===== src/rtl/mac_pkg.sv =====
// Shared types and helpers for the MAC operand scheduler: window FSM states,
// default widths and the round-robin search used by the arbiter.
package mac_pkg;

    typedef enum logic [1:0] {
        IDLE = 2'd0,
        XFER = 2'd1,
        PAD  = 2'd2,
        DONE = 2'd3
    } state_t;

    localparam int DATA_W_DEF  = 4;
    localparam int WIN_LEN_DEF = 4;
    localparam int MAX_REQ     = 8;

    // First set request at or after ptr, wrapping at n; returns 0 if none is set.
    function automatic int rr_search(input logic [MAX_REQ-1:0] req,
                                     input int ptr,
                                     input int n);
        int  j;
        int  idx;
        bit  found;
        idx   = 0;
        found = 1'b0;
        for (int i = 0; i < MAX_REQ; i++) begin
            j = ptr + i;
            if (j >= n) j = j - n;
            if (i < n && !found && j >= 0 && j < MAX_REQ) begin
                if (req[j[2:0]]) begin
                    idx   = j;
                    found = 1'b1;
                end
            end
        end
        return idx;
    endfunction

endpackage


===== src/rtl/mac_sched_rr_arbiter.sv =====
// Combinational round-robin arbiter: picks the first active request at or
// after the pointer and reports it both one-hot and encoded.
module rr_arbiter
    import mac_pkg::*;
#(
    parameter int NUM_REQ = 4,
    parameter int IDX_W   = $clog2(NUM_REQ)
) (
    input  logic [NUM_REQ-1:0] req,
    input  logic [IDX_W-1:0]   ptr,
    output logic [NUM_REQ-1:0] grant,
    output logic [IDX_W-1:0]   idx,
    output logic               any
);

    logic [MAX_REQ-1:0] req_ext;

    always_comb begin
        req_ext                = '0;
        req_ext[NUM_REQ-1:0]   = req;
        idx                    = IDX_W'(rr_search(req_ext, int'(ptr), NUM_REQ));
        any                    = |req;
        grant                  = '0;
        if (any) grant[idx] = 1'b1;
    end

endmodule


===== src/rtl/mac_sched.sv =====
// Round-robin scheduler sharing one MAC/averager between NUM_REQ requesters,
// one whole WIN_LEN-pair window per grant, with timeout padding of stalled windows.
module mac_sched
    import mac_pkg::*;
#(
    parameter int NUM_REQ = 4,
    parameter int DATA_W  = DATA_W_DEF,
    parameter int WIN_LEN = WIN_LEN_DEF,
    parameter int TIMEOUT = 16,
    localparam int IDX_W  = $clog2(NUM_REQ)
) (
    input  logic                      Wclk,
    input  logic                      Reset,
    input  logic [NUM_REQ-1:0]        ReqValid,
    input  logic [NUM_REQ*DATA_W-1:0] ReqA,
    input  logic [NUM_REQ*DATA_W-1:0] ReqB,
    output logic [NUM_REQ-1:0]        ReqReady,
    input  logic                      Wfull,
    output logic [DATA_W-1:0]         DataIn1,
    output logic [DATA_W-1:0]         DataIn2,
    output logic                      WrEn,
    output logic [IDX_W-1:0]          WinTag,
    output logic                      WinDone,
    output logic                      WinAbort,
    output logic                      Busy,
    output state_t                    DbgState
);

    localparam int BEAT_W = $clog2(WIN_LEN + 1);
    localparam int TMO_W  = $clog2(TIMEOUT + 1);

    state_t             state_q, state_d;
    logic [IDX_W-1:0]   gidx_q, ptr_q, arb_idx;
    logic [NUM_REQ-1:0] goh_q, arb_grant;
    logic               arb_any;
    logic [BEAT_W-1:0]  beat_q;
    logic [TMO_W-1:0]   tmo_q;
    logic               abort_q;
    logic               sel_valid;
    logic [DATA_W-1:0]  sel_a, sel_b;
    logic               accept, pad_beat, last_beat, tmo_hit;

    rr_arbiter #(.NUM_REQ(NUM_REQ), .IDX_W(IDX_W)) u_arb (
        .req   (ReqValid),
        .ptr   (ptr_q),
        .grant (arb_grant),
        .idx   (arb_idx),
        .any   (arb_any)
    );

    // Handshake: a pair moves when ReqValid[r] && ReqReady[r] at a Wclk edge;
    // the requester must hold ReqA/ReqB stable while ReqValid && !ReqReady.
    always_comb begin
        sel_valid = |(ReqValid & goh_q);
        sel_a     = ReqA[gidx_q*DATA_W +: DATA_W];
        sel_b     = ReqB[gidx_q*DATA_W +: DATA_W];
        last_beat = (beat_q == BEAT_W'(WIN_LEN - 1));
        accept    = (state_q == XFER) && sel_valid && !Wfull;
        pad_beat  = (state_q == PAD) && !Wfull;
        tmo_hit   = (state_q == XFER) && !Wfull && !sel_valid &&
                    (tmo_q == TMO_W'(TIMEOUT - 1));
    end

    always_ff @(posedge Wclk) begin
        if (Reset) state_q <= IDLE;
        else       state_q <= state_d;
    end

    always_comb begin
        state_d = state_q;
        case (state_q)
            IDLE: if (arb_any) state_d = XFER;
            XFER: begin
                if (accept && last_beat) state_d = DONE;
                else if (tmo_hit)        state_d = PAD;
            end
            PAD:  if (pad_beat && last_beat) state_d = DONE;
            DONE: state_d = IDLE;
            default: state_d = IDLE;
        endcase
    end

    always_comb begin
        ReqReady = ((state_q == XFER) && !Wfull) ? goh_q : '0;
        WinDone  = (state_q == DONE);
        WinTag   = WinDone ? gidx_q : '0;
        WinAbort = WinDone && abort_q;
        Busy     = (state_q != IDLE);
        DbgState = state_q;
    end

    always_ff @(posedge Wclk) begin
        if (Reset) begin
            DataIn1 <= '0;
            DataIn2 <= '0;
            WrEn    <= 1'b0;
            gidx_q  <= '0;
            goh_q   <= '0;
            ptr_q   <= '0;
            beat_q  <= '0;
            tmo_q   <= '0;
            abort_q <= 1'b0;
        end else begin
            WrEn <= accept || pad_beat;
            if (accept) begin
                DataIn1 <= sel_a;
                DataIn2 <= sel_b;
            end else if (pad_beat) begin
                DataIn1 <= '0;
                DataIn2 <= '0;
            end
            case (state_q)
                IDLE: begin
                    if (arb_any) begin
                        gidx_q  <= arb_idx;
                        goh_q   <= arb_grant;
                        beat_q  <= '0;
                        tmo_q   <= '0;
                        abort_q <= 1'b0;
                    end
                end
                XFER: begin
                    // Stalls under Wfull neither count as idle nor clear the count.
                    if (accept) begin
                        beat_q <= beat_q + 1'b1;
                        tmo_q  <= '0;
                    end else if (!Wfull && !sel_valid) begin
                        tmo_q <= tmo_q + 1'b1;
                    end
                    if (tmo_hit) abort_q <= 1'b1;
                end
                PAD: begin
                    if (pad_beat) beat_q <= beat_q + 1'b1;
                end
                DONE: begin
                    ptr_q <= (gidx_q == IDX_W'(NUM_REQ - 1)) ? '0 : gidx_q + 1'b1;
                end
                default: ;
            endcase
        end
    end

endmodule


===== config.mk =====
export PLATFORM = sky130hd
export DESIGN_NAME = mac_sched
export DESIGN_NICKNAME = d
export VERILOG_FILES = /design/src/rtl/mac_pkg.sv /design/src/rtl/mac_sched_rr_arbiter.sv /design/src/rtl/mac_sched.sv
export SDC_FILE = /design/constraint.sdc
export NUM_CORES = 1
export LEC_CHECK = 0
export BUFFER_PORTS_ARGS = -buffer_cell sky130_fd_sc_hd__buf_4
export CAP_MARGIN = 25
export CORE_MARGIN = 1.5
export CORE_UTILIZATION = 56
export CTS_CLUSTER_DIAMETER = 60
export CTS_CLUSTER_SIZE = 30
export DETAILED_ROUTE_END_ITERATION = 16
export GPL_TIMING_DRIVEN = 0
export PLACE_DENSITY_LB_ADDON = 0.15
export SLEW_MARGIN = 25
export SYNTH_ARGS = -nofsm -noshare
export SYNTH_HDL_FRONTEND = slang
export SYNTH_HIERARCHICAL = 1
export SYNTH_SLANG_ARGS = --single-unit

===== constraint.sdc =====
create_clock -name Wclk -period 3.65 [get_ports Wclk]
set_clock_uncertainty 0.2 [all_clocks]
set_input_delay 0 -clock Wclk [delete_from_list [all_inputs] [get_ports Wclk]]
set_output_delay 0 -clock Wclk [all_outputs]
set_load 0.02 [all_outputs]

---- Yosys cells after proc, flatten, opt, wreduce, memory -nomap -nowiden ----
Cells that the tools add are included.
operators by class
  $add $sub $neg .......................... 10
  $lt $le $gt $ge ......................... 18
  equality and inequality tests ........... 13
  shift operators ......................... 2
  mux-type cells .......................... 50
  bitwise logic cells ..................... 1
  reductions and logical operators ........ 36
operator list
  operator                 count
  $ge A32 B1 Y1 const B    4
  $lt A32 B5 Y1 const B    4
  $mux W32                 4
  $ge A32 B4 Y1 const B    3
  $sub A32 B4 Y32 const B  3
  $shiftx A16 B5 Y4        2
  $mux W2                  14
  $logic_and A1 B1 Y1      18
  $lt A3 B4 Y1 const B     4
  $mux W4                  4
  $mux W5                  3
  $mux W1                  13
  $bmux W1 S3              4
  $pmux W5 S2              1
  $mux W3                  3
  $pmux W3 S3              1
  $reduce_and A3 Y1        3
  $ne A2 B2 Y1 const B     4
  $pmux W2 S4              1
  $reduce_or A4 Y1         2
  $add A2 B2 Y3 const B    2
  $eq A2 B2 Y1 const B     3
  $ne A3 B2 Y1 const B     2
  $reduce_bool A2 Y1       3
  other kinds (21)         25
word-level totals
  flip-flop bits (word level) ............. 28
  input port bits ......................... 39
  output and inout port bits .............. 20
  word-level logic and storage cells ...... 140

---- Longest topological paths before layout ----
  word-level depth ........................ 22
  depth in mapped cells ................... 10
  depth with buffers taken out ............ 9

---- By module ----
The synthesis kept the hierarchy.
by module, submodules not included
  module      instances  cells each  area an instance (µm²)
  mac_sched   1          179         1577.8
  rr_arbiter  1          47          377.9

---- Least setup slack after synthesis ----
Ideal clock, no wire load.
  kind .................................... flip-flop to flip-flop
  start point ............................. register ptr_q[0]
  end point ............................... register goh_q[1]
  setup time .............................. 132 ps
  arrival time ............................ 2036 ps
  data required time ...................... 3318 ps
  setup slack ............................. 1282 ps
  stages on the path, launching flop included .. 11
  buffers on the path ..................... 1
  period minus slack after synthesis ...... 2368 ps
  cell sequence ........................... dfxtp_1 bufinv_8 ha_1 buf_6 mux2_4 mux2i_4 o21ai_2 o21a_1 and2_1 nand3_1 a21oi_1
on the way
  cells in the longest elaborated chain, start to end .. 22
  elaborated cells on any way between the ends .. 60
  those cells by class .................... 7 x add/sub; 14 x order compare; 28 x mux; 11 x reduce/logical
ends and longest elaborated chain
  item                                                                      line                        text
  start, declared                                                           mac_sched.sv:33             logic [IDX_W-1:0] gidx_q, ptr_q, arb_idx;
  start signal, assigned                                                    mac_sched.sv:136            ptr_q <= (gidx_q == IDX_W'(NUM_REQ - 1)) ? '0 : gidx_q + 1'b1;
  parallel branches: the longest is 17 deep, another holds $sub A32 B4 Y32  --
  $mux W2 (*)                                                               mac_pkg.sv:28               if (i < n && !found && j >= 0 && j < MAX_REQ) begin
  $lt A2 B3 Y1 (implied by the code) or $ge A2 B1 Y1 (tied branches)        mac_sched_rr_arbiter.sv:24  if (any) grant[idx] = 1'b1;
  $logic_and A1 B1 Y1 (implied by the code)                                 mac_sched_rr_arbiter.sv:24
  $mux W1 (implied by the code)                                             mac_sched_rr_arbiter.sv:24
  $demux W1 S2 (*)                                                          --
  via arb_grant[1]                                                          mac_sched.sv:34             logic [NUM_REQ-1:0] goh_q, arb_grant;
  end signal, assigned                                                      mac_sched.sv:116            goh_q <= arb_grant;
  end, declared                                                             mac_sched.sv:34
Mark *: on every way through the listed nets, which the timed path passes. The select of a mux whose other input is x is not followed.
A chain may end at the register's enable or synchronous reset.

---- Worst setup path after layout ----
  start point ............................. register ptr_q[1]
  end point ............................... register goh_q[0]
The elaborated chain is that of the path after synthesis.

==> flow_metrics.py <==
metrics = {
    "sta": {
        "finalHoldViolCount": 0,
        "fmax_mhz": 378,
        "fin_ws_ps": 1010,
        "slew_viol_final": 0,
        "period_share_pct": 72.4,
        "rsz0062_at_grt": "false",
        "finalSetupViolCount": 0,
        "period_needed_ps": 2640,
        "maxSlewHeadroom_pct": 61.7,
        "fin_setup_tns_ps": 0,
        "worst_pin_slew_ps": 571,
    },
    "worst_setup_path": {
        "crit_chain": "inv_1 > ha_1 > buf_6 > mux2_4 > a32oi_1 > nand2_1 > nor3b_1 > nand3_1 > a21oi_1",
        "path_max_fanout": 10,
        "max_stage_delay_ps": 500,
        "worstSetupPathType": "register to register",
        "arrival_ps": 2720,
        "worst_path_max_delay_cell": "dfxtp_1",
        "ff2ff_setup_slack_ps": 1010,
        "required_ps": 3720,
        "worst_setup_path_start_kind": "register",
        "worst_setup_path_end_kind": "register",
    },
    "synth": {
        "synth_area_leaders": "dfxtp_1 29%, mux4_2 9.2%, ha_1 8.3%",
        "ys_seq_elements": 28,
        "synth_ff_type": "dfxtp_1",
        "syn_nets": 278,
        "synth_top_area_cell": "dfxtp_1",
        "async_reset_ff_share_pct": 0,
        "synth_warnings": 6,
        "synthAdderAreaFrac_pct": 8.32,
        "synth_edf_count": 0,
        "synth_cell_types": 44,
        "syn_area_mm2": 0.00196,
        "yosysSeqAreaShare_pct": 28.7,
        "synth_top_family_by_area": "simple AND/OR/NAND/NOR gates",
        "postSynthCellCount": 226,
        "synth_top_area_share_pct": 28.7,
        "synthMuxAreaShare_pct": 15.0,
        "synth_compound_area_share_pct": 18.2,
        "yosys.area_share.simple_pct": 22.7,
        "postSynthAreaPerCell_um2": 8.65,
        "synth_xor_xnor_area_share_pct": 0,
    },
    "place": {
        "place.gp.congestion": 0.869,
        "place_hpwl_um": 3640,
        "port_buffers": 58,
        "pre_cts_slack_ps": 1100,
    },
    "finish": {
        "fillers": 229,
        "drive_gt1_share_pct": 29.7,
        "nets": 359,
        "insertedDiodeCount": 0,
        "area_growth_pct": 37.1,
    },
    "routing": {
        "ant_nets": 0,
        "viasPerCell": 5.58,
        "drtIter0Drc": 107,
        "drt-pass1-iter-count": 4,
        "wl_per_cell_um": 15.1,
        "vias": 1963,
        "wirelength_um": 5330,
        "remaining_drc_errors": 0,
    },
    "die": {
        "num_rows": 21,
        "chipWidth_um": 62.1,
        "core_mm2": 0.00334,
        "initial_core_util_pct": 58.6,
        "die_y_um": 62.1,
        "die_area_mm2": 0.00386,
        "io_pins": 59,
    },
    "power": {
        "p_per_area_mw_per_mm2": 443,
        "ir_drop_uv": 269,
        "p_leak_uw": 0.00112,
    },
    "grt": {
        "grt_pass1_wl_um": 7980,
        "first_global_vias": 1790,
        "grt_max_degree": 17,
        "antenna_found_initial": 0,
        "grt_usage_pct": 28.8,
        "overflow": 0,
    },
    "clocking": {
        "cts.htree.levels": 1,
        "clockBufferDepth": 2,
        "cts-root-buf": "clkbuf_4",
        "tritoncts": "built",
        "ctsResizeCount": 0,
        "cts.clk_slew.worst_paths_ps": 150,
        "insertion_delay_ps": 330,
        "cts_buffers": 3,
        "clock_sinks": 28,
    },
    "run_status": {
        "outcome": "complete, no violations",
    },
    "flow_run": {
        "maxCapViolations": 0,
    },
    "min_path": {
        "holdCritPathClass": "primary input to register",
    },
}
[metal layers]
layer / GRT usage [%] / wire length, µm
met3: 5.38 / 329
met5: 0 / 0
met4: 14.9 / 166
met2: 48.7 / 2660
met1: 34.7 / 2170
[cell usage after synthesis (all sizes together) (3+ instances only)]
cell type and instances:
nand2b 7, nand3 17, nor2 7, and2 9
nor3 3, a21oi 32, dfxtp 28, mux4 8
or3 4, o21ai 11, inv 10, buf 8
mux2i 7, ha 13, clkbuf 6, nand3b 3
nand2 25
[worst max-delay path: cells and delay by family (launching register included)]
family                     cells  cell delay, ps
DFF                            1             500
AOI/OAI and AO/OA              2             470
buffers and inverters          2             310
and+or+nand+nor                3             460
muxes                          1             330
adders and majority gates      1             330
[area by class of cell]
cell class	instances	area, µm²	area share (%)
clock buffer	3	22.5	0.840
tap	46	57.6	2.15
clock inverter	1	30.0	1.12
buffer	14	83.8	3.13
multi-input combinational	173	1260	46.9
sequential	28	561	20.9
inverter	11	55.1	2.05
timing repair buffer	76	616	23.0
[placed cells by master, fill, tap and decap left out, types with 3 or more instances in the layout]
| master | instances |
|---|---|
| buf_2 | 3 |
| nand3_1 | 17 |
| or3_1 | 4 |
| nand2b_1 | 7 |
| clkbuf_1 | 5 |
| nand2_1 | 25 |
| nor2_1 | 7 |
| mux2i_1 | 6 |
| o21ai_0 | 7 |
| dfxtp_1 | 28 |
| and2_1 | 9 |
| nand3b_1 | 3 |
| buf_4 | 59 |
| a21oi_1 | 32 |
| clkbuf_4 | 3 |
| mux4_2 | 8 |
| buf_6 | 3 |
| ha_1 | 13 |
| dlygate4sd3_1 | 18 |
| inv_1 | 10 |
[what timing repair did]
item	in CTS	in global routing
setup buffers	0	0
setup endpoints to repair	0	0
endpoints found under the hold margin	14	0
hold buffers	18	0
[flip-flops by register name, summed over array words and instances (netlist names)]
name	flops
tmo_q	5
DataIn1	4
DataIn2	4
goh_q	4
beat_q	3
DbgState	2
gidx_q	2
ptr_q	2
WrEn	1
abort_q	1
[worst paths after layout]
path                            cells after the start       end   startpoint
worst max-delay path                                9  goh_q[0]     ptr_q[1]
worst min-delay path                                5   abort_q  ReqValid[3]
worst max register to register                      9  goh_q[0]     ptr_q[1]
worst min register to register                      2  tmo_q[4]     tmo_q[4]
[metrics by stage]
step           instance area [µm²]  hold slack [ps]  std cells  utilization, %  power, µW
2_1_floorplan                 1960            -18.9        226               -        783
3_3_place_gp                  2450             77.0        330            73.4        922
3_5_place_dp                  2450             91.4        330            73.4        935
4_1_cts                       2680             59.1        352            80.4       1180
5_1_grt                       2680             97.8        352            80.4       1270
6_report                      2680             55.3        352            80.4       1190
[power by group]
group          internal (µW)  switching (µW)  total [µW]  leakage, µW
logic                    288             310         598     0.000863
clock network            111            95.2         206    0.0000279
registers                348            36.7         385     0.000227
total                    747             442        1190      0.00112
[logic make-up after synthesis]
family / Yosys count
simple gates: 85
compound gates: 58
flops: 28
buf+inv: 25
mux: 17
fa+ha+maj: 13
Note: power is estimated with default switching activity, not from simulation.
